--- src/rtl/pipeline_hazard_controller.sv ---
// Pipeline hazard controller: per-register enable/flush generation for the
// fd/de/em/mw pipeline registers, memory-wait timeout FSM, mult/div occupancy
// tracking and a saturating stall-cycle counter.
module pipeline_hazard_controller #(
  parameter int unsigned MULDIV_LATENCY = 32,
  parameter int unsigned MEM_TIMEOUT    = 64
) (
  input  logic        clk,
  input  logic        rst,
  input  logic [4:0]  id_rs_addr,
  input  logic [4:0]  id_rt_addr,
  input  logic        id_uses_rs,
  input  logic        id_uses_rt,
  input  logic        id_is_muldiv,
  input  logic        id_reads_hilo,
  input  logic        ex_mem_read,
  input  logic        ex_reg_write,
  input  logic [4:0]  ex_write_reg_addr,
  input  logic        ex_branch_taken,
  input  logic        mem_req,
  input  logic        mem_ready,
  output logic        pc_en,
  output logic        fd_en,
  output logic        fd_flush,
  output logic        de_en,
  output logic        de_flush,
  output logic        em_en,
  output logic        mw_en,
  output logic        mw_bubble,
  output logic        muldiv_start,
  output logic        muldiv_busy,
  output logic        mem_error,
  output logic [31:0] stall_cycles
);

  typedef enum logic [1:0] {RUN, MEM_WAIT, HALT} state_t;

  state_t      state, state_next;
  logic [15:0] wait_cnt, wait_cnt_next;
  logic [7:0]  muldiv_cnt;
  logic        mem_error_next;
  logic        load_use, md_hz, freeze;

  assign muldiv_busy = (muldiv_cnt != '0);

  // Combinational hazard detection
  always_comb begin
    load_use = ex_mem_read && ex_reg_write && (ex_write_reg_addr != '0) &&
               ((id_uses_rs && (id_rs_addr == ex_write_reg_addr)) ||
                (id_uses_rt && (id_rt_addr == ex_write_reg_addr)));
    md_hz    = muldiv_busy && (id_is_muldiv || id_reads_hilo);
    freeze   = (state == HALT) || (mem_req && !mem_ready);
  end

  // FSM state register with wait counter and sticky error flag
  always_ff @(posedge clk) begin
    if (!rst) begin
      state     <= RUN;
      wait_cnt  <= '0;
      mem_error <= 1'b0;
    end else begin
      state     <= state_next;
      wait_cnt  <= wait_cnt_next;
      mem_error <= mem_error_next;
    end
  end

  // Next-state logic: memory wait tracking and timeout detection
  always_comb begin
    state_next     = state;
    wait_cnt_next  = wait_cnt;
    mem_error_next = mem_error;
    unique case (state)
      RUN: begin
        if (mem_req && !mem_ready) begin
          state_next    = MEM_WAIT;
          wait_cnt_next = 16'd1;
        end
      end
      MEM_WAIT: begin
        if (mem_ready || !mem_req) begin
          state_next    = RUN;
          wait_cnt_next = '0;
        end else if (wait_cnt == 16'(MEM_TIMEOUT - 1)) begin
          state_next     = HALT;
          mem_error_next = 1'b1;
        end else begin
          wait_cnt_next = wait_cnt + 16'd1;
        end
      end
      HALT: begin
        mem_error_next = 1'b1;
      end
      default: begin
        state_next    = RUN;
        wait_cnt_next = '0;
      end
    endcase
  end

  // Output logic: prioritised enable/flush generation
  always_comb begin
    pc_en        = 1'b1;
    fd_en        = 1'b1;
    fd_flush     = 1'b0;
    de_en        = 1'b1;
    de_flush     = 1'b0;
    em_en        = 1'b1;
    mw_en        = 1'b1;
    mw_bubble    = 1'b0;
    muldiv_start = 1'b0;
    if (!rst) begin
      fd_flush  = 1'b1;
      de_flush  = 1'b1;
      mw_bubble = 1'b1;
    end else if (freeze) begin
      pc_en     = 1'b0;
      fd_en     = 1'b0;
      de_en     = 1'b0;
      em_en     = 1'b0;
      mw_en     = (state != HALT);
      mw_bubble = 1'b1;
    end else if (ex_branch_taken) begin
      fd_flush = 1'b1;
      de_flush = 1'b1;
    end else if (load_use || md_hz) begin
      pc_en    = 1'b0;
      fd_en    = 1'b0;
      de_flush = 1'b1;
    end else begin
      muldiv_start = id_is_muldiv && !muldiv_busy;
    end
  end

  // Mult/div occupancy countdown and saturating stall counter
  always_ff @(posedge clk) begin
    if (!rst) begin
      muldiv_cnt   <= '0;
      stall_cycles <= '0;
    end else begin
      if (muldiv_start)
        muldiv_cnt <= 8'(MULDIV_LATENCY);
      else if (muldiv_busy)
        muldiv_cnt <= muldiv_cnt - 8'd1;
      if (!pc_en && (stall_cycles != '1))
        stall_cycles <= stall_cycles + 32'd1;
    end
  end

endmodule

--- config.mk ---
export PLATFORM = sky130hd
export DESIGN_NAME = pipeline_hazard_controller
export DESIGN_NICKNAME = d
export VERILOG_FILES = /design/src/rtl/pipeline_hazard_controller.sv
export SDC_FILE = /design/constraint.sdc
export NUM_CORES = 1
export LEC_CHECK = 0
export CAP_MARGIN = 40
export CORE_UTILIZATION = 40
export DETAILED_ROUTE_END_ITERATION = 16
export PLACE_DENSITY = 0.75
export SLEW_MARGIN = 20
export SYNTH_ARGS = -nofsm -noshare
export SYNTH_HDL_FRONTEND = slang
export SYNTH_SLANG_ARGS = --single-unit
--- constraint.sdc ---
create_clock -name clk -period 8.45 [get_ports clk]
set_input_delay 2.1125 -clock clk [delete_from_list [all_inputs] [get_ports clk]]
set_output_delay 2.1125 -clock clk [all_outputs]
set_load 0.05 [all_outputs]
==> Word-level counts from Yosys, hierarchy flattened <==
Index checks and enable logic that the tools add are counted.
Widths: inputs -> output; s select.
{ "classes": {"bitwise_logic": 2, "n_mux": 34, "eq_ne": 12, "reduce_logical": 27, "add_sub_neg": 3} }
{ "op_table": {"columns": ["cell", "count"], "rows": [
  ["$mux 16", 3],
  ["$pmux 16 s3", 1],
  ["$add 32x1->32 const B", 1],
  ["$ne 32x32->1 const B", 1],
  ["$mux 1", 23],
  ["$add 16x1->16 const B", 1],
  ["$eq 16x6->1 const B", 1],
  ["$mux 6", 2],
  ["$eq 5x5->1", 2],
  ["$logic_and 1x1->1", 9],
  ["$reduce_and 3->1", 3],
  ["$ne 2x2->1 const B", 4],
  ["$reduce_bool 8->1", 1],
  ["$sub 8x1->8 const B", 1],
  ["$mux 2", 3],
  ["$ne 3x3->1 const B", 2],
  ["$pmux 2 s3", 1],
  ["$logic_or 1x1->1", 5],
  ["$reduce_bool 5->1", 1],
  ["$logic_not 1->1", 4],
  ["$reduce_bool 2->1", 2],
  ["$eq 2x1->1 const B", 1],
  ["$eq 2x2->1 const B", 1],
  ["$logic_not 2->1", 1],
  ["3 further kinds", 4]
]} }
{ "totals": {"regBits": 59, "out_inout_bits": 43, "inputBits": 26} }

==> Depth between registers and ports, before layout <==
{ "depth": {"word_depth": 11, "mapped_depth": 12, "ltp_nobuf": 9} }

==> Worst setup path before layout <==
Ideal clock, no wire load.
{ "synth_path": {"kind": "in2out", "start": "input port mem_req", "end": "output port de_flush", "setup_slack_ns": 2.381, "path_buffers": 0, "cell_stages": 3, "arrival_ns": 3.956, "path_cell_list": "nor2b_1 o21ai_0 a21o_1"} }
{ "synth_between": {"elab_chain_len": 4} }
{ "synth_lines": {"columns": ["item", "line", "source"], "rows": [
  ["from (decl)", "20", "input logic mem_req,"],
  ["$logic_and 1x1->1", "52", "freeze = (state == HALT) || (mem_req && !mem_ready);"],
  ["$logic_or 1x1->1", "52", null],
  ["$mux 1", "116", "end else if (freeze) begin"],
  ["$mux 1", "112", "if (!rst) begin"],
  ["to (decl)", "26", "output logic de_flush,"]
]} }
No other way between the ends.

==> Worst setup path after layout <==
{ "layout_path": {"start": "input port ex_write_reg_addr[1]", "end": "output port pc_en"} }
{ "layout_between": {"elab_chain_len": 9, "word_cells_on_any_way": 13, "cone_classes": "2 x eq/ne; 4 x mux; 7 x reduce/logical"} }
{ "layout_lines": {"columns": ["item", "line", "source"], "rows": [
  ["from (decl)", "18", "input logic [4:0] ex_write_reg_addr,"],
  ["$eq 5x5->1, on equally long branches", "49, 50", null],
  ["$logic_and 1x1->1, on equally long branches", "49, 50", null],
  ["$logic_or 1x1->1", "49", "((id_uses_rs && (id_rs_addr == ex_write_reg_addr)) ||"],
  ["$logic_and 1x1->1 (*)", "48", "load_use = ex_mem_read && ex_reg_write && (ex_write_reg_addr != '0) &&"],
  ["$logic_or 1x1->1 (*)", "126", "end else if (load_use || md_hz) begin"],
  ["$mux 1 (*)", "126", null],
  ["$mux 1 (*)", "123", "end else if (ex_branch_taken) begin"],
  ["$mux 1 (*)", "116", null],
  ["$mux 1 (*)", "112", null],
  ["to (decl)", "22", "output logic pc_en,"]
]} }
Every way passes the cells marked *; elsewhere a longest branch is shown, timed or not.

==> impl_metrics.csv <==
group,metric,value,unit
min_path,hold_depth,2,
worst_setup_path,cp_common_cell,"clkdlybuf4s50_1",
min_path,holdCritPathClass,"flop to flop",
sta,period_needed,7060,ps
route,ant_nets,0,
sta,tightest_slew,757,ps
logic_synthesis,synth_seq_cells,59,
logic_synthesis,synth_top_family_by_area,"simple AND/OR/NAND/NOR gates",
logic_synthesis,ys_warn_count,0,
worst_setup_path,cp.required,6340,ps
sta,min_period_over_period,83.6,%
min_path,min_from,"mem_error$_SDFFE_PN0P_",
layout,drive_gt1_share,6.01,%
route,drc_errors,0,
worst_setup_path,critPathSlowestCell,"clkdlybuf4s50_1",
worst_setup_path,path_cells,"clkdlybuf4s50_1 -> or4_1 -> o211ai_1 -> nor3_1 -> a22o_4 -> inv_2 -> clkdlybuf4s50_1",
route,drt_wl_total,7950,um
layout,layout.nets,495,
job,drv_cap,0,
min_path,hold_end,"mem_error$_SDFFE_PN0P_",
grt,grt-ovfl-total,0,
logic_synthesis,synth_seq_area_share,35.8,%
sta,report.final.slew_viol_count,0,
sta,rsz0062_at_grt,"false",
worst_setup_path,worst-path-buf-inv,3,
grt,track_usage,19.2,%
route,vias,3129,
worst_setup_path,endpoint_kind,"primary output",
route,wire_per_inst,14.0,um
logic_synthesis,postSynth.asyncResetShare,0,%
worst_setup_path,regToRegStartpoint,"muldiv_cnt[0]$_SDFFE_PP0P_",
cts,clockBufferDepth,2,
logic_synthesis,synth_mux_area_share,2.73,%
logic_synthesis,netlist_area,3300,um2
placed_design,io_buffers,68,
cts,cts_tree,"done",
floorplanning,coreArea,7850,um2
sta,fin_ws,1390,ps
floorplanning,dieHeight,92.8,um
worst_setup_path,path_class,"input port to primary output",
placed_design,dp_slack,1400,ps
route,drt_iter0_markers,143,
worst_setup_path,critPathMaxFanout,30,
cts,post_cts_buffers,0,
floorplanning,num_io_pins,69,
grt,grt_pass1_wl,13300,um
floorplanning,dieArea,8610,um2
logic_synthesis,syn_area_per_cell,8.33,um2
cts,clk_latency,340,ps
placed_design,place.gp.congestion,0.815,
floorplanning,die_w,92.8,um
layout,fin_util,54.1,%
power,ir_worst_vdd,0.0801,mV
sta,setup-violations-final,0,
worst_setup_path,crit_family,"buffers and inverters",
cts,cts_made_buffers,9,
logic_synthesis,synth_fa_ha_area_share,3.03,%
worst_setup_path,r2r-end,"stall_cycles[18]$_SDFFE_PN0P_",
placed_design,place_hpwl,5790,um
layout,diodes,0,
worst_setup_path,r2r_slack,5670,ps
floorplanning,fp-row-count,32,
power,p_leak,1.42,nW
logic_synthesis,synth-xor-area-share,6.11,%
grt,grt_pass1_vias,2871,
logic_synthesis,synth_fp_nets,430,
cts,clock-root-buffer,"clkbuf_8",
route,dr.pass1.iters,4,
power,design_power_total,0.822,mW
sta,max_freq,0.142,GHz
worst_setup_path,max_stage_delay,890,ps
cts,cts_hold_buf,0,
cts,h-tree-depth,3,
sta,skew,7.93,ps
logic_synthesis,syn_inst,396,
logic_synthesis,ys.flop_type,"dfxtp_1",
cts,numClockSinks,59,
floorplanning,start_util,42.0,%
grt,antenna_found_initial,0,
worst_setup_path,worstPathArrival,4950,ps
sta,max_slew_margin,49.2,%
sta,hold_violations,0,
logic_synthesis,synth_simple_gate_area_share,29.7,%
cts,cts_resized,0,
logic_synthesis,synth_cell_types,51,
logic_synthesis,synth_edf_count,0,
outcome,status,"completed",
logic_synthesis,synth_compound_area_share,17.9,%
worst_setup_path,reg2reg_depth,10,
route,vias_per_cell,5.51,
grt,grt_max_degree,31,
cts,path_clk_slew,70,ps
power,p_per_area,194,nW/um2
sta,fin_setup_tns,0,ps
worst_setup_path,critical_path.startpoint_type,"input port",
layout,area_growth,28.7,%
## tightest hold or removal path, delay by kind of cell, from the launching register on
| family | cells | cell delay [ps] |
|---|---|---|
| compound gates | 1 | 40 |
| flops | 1 | 330 |
| simple gates | 1 | 70 |
## cells in the mapped netlist (all sizes together) (2+ instances only)
library cell	instances	share of area (%)
a211oi	3	0.68
a41oi	2	0.53
a21o	2	0.46
or4	9	2.2
o21ai	12	1.8
or3	8	1.5
nand3	19	2.9
clkbuf	8	0.91
xnor2	13	3.5
nand4	13	2.5
nor4	7	1.3
ha	8	3.0
nor3	9	1.4
and3	5	0.95
nor2	38	4.4
nand3b	2	0.46
inv	10	1.1
o21a	4	0.91
nand2b	11	2.3
nor2b	2	0.38
nor4b	3	0.80
a21oi	23	3.5
nand2	45	5.1
and4	9	2.4
buf	11	2.6
o311ai	6	1.6
o31ai	13	3.4
o211ai	5	1.1
and2	4	0.76
o31a	4	1.1
dfxtp	59	36
mux2i	9	2.7
xor2	10	2.7
## placed cells by master (no fill, tap or decap), types with 4 or more instances in the layout
master,netlist,final
clkdlybuf4s50_1,0,68
dfxtp_1,59,59
nand2_1,45,45
nor2_1,37,37
a21oi_1,23,23
nand3_1,19,19
xnor2_1,13,13
nand4_1,13,13
o21ai_0,12,12
o31ai_1,12,12
clkbuf_8,0,12
nand2b_1,10,10
xor2_1,10,10
inv_1,9,9
nor3_1,9,9
and4_1,9,9
mux2i_1,9,9
or4_1,8,8
or3_1,8,8
ha_1,8,8
nor4_1,7,7
o311ai_0,6,6
o211ai_1,5,5
and3_1,5,5
o31a_1,4,4
o21a_1,4,4
buf_4,5,4
## routing by layer
metal	wire (um)	vias to the layer above	global-route usage [%]
met1	3610	1461	24.0
met5	0	-	0
met3	355	10	5.17
met2	3850	61	31.4
li1	-	1597	-
met4	136	0	7.31
## worst max-delay path by stage
| stage | from | to | slack (ps) | depth (start not counted) |
|---|---|---|---|---|
| after floorplan | mem_req | de_flush | 2380 | 3 |
| after global placement | ex_write_reg_addr[1] | pc_en | 1430 | 7 |
| after detailed placement | ex_write_reg_addr[1] | fd_en | 1400 | 7 |
| after CTS | ex_write_reg_addr[1] | pc_en | 1390 | 7 |
| after global routing | ex_write_reg_addr[1] | pc_en | 1260 | 7 |
| final | ex_write_reg_addr[1] | pc_en | 1390 | 7 |
## stage by stage
step / hold WS, ps / cell area [um2] / cells
CTS: 477 / 4240 / 568
global route: 519 / 4240 / 568
finish: 469 / 4240 / 568
global placement: 461 / 4020 / 551
floorplan: 457 / 3300 / 396
detailed placement: 461 / 4030 / 552
## where the power goes
group / leakage, nW / switching (mW) / total [mW] / internal, mW
registers: 0.478 / 0.0184 / 0.318 / 0.299
clock network: 0.108 / 0.112 / 0.272 / 0.159
logic: 0.832 / 0.139 / 0.232 / 0.0931
## sequential cells by signal (all words and copies together) (netlist names)
name and flops:
state 2, muldiv_cnt 8, mem_error 1, stall_cycles 32, wait_cnt 16
## cell families after synthesis
group / count (synthesis)
flops: 59
mux: 9
xor+xnor: 23
compound gates: 82
buf+inv: 29
simple gates: 186
fa+ha+maj: 8
## layout make-up
cell class | instances | area [um2]
sequential | 59 | 1180
clock inverter | 4 | 47.5
fill | 744 | 3600
timing repair buffer | 73 | 722
multi-input combinational | 308 | 1960
inverter | 10 | 37.5
tap | 102 | 128
clock buffer | 12 | 165
(Power assumes the default switching activity.)
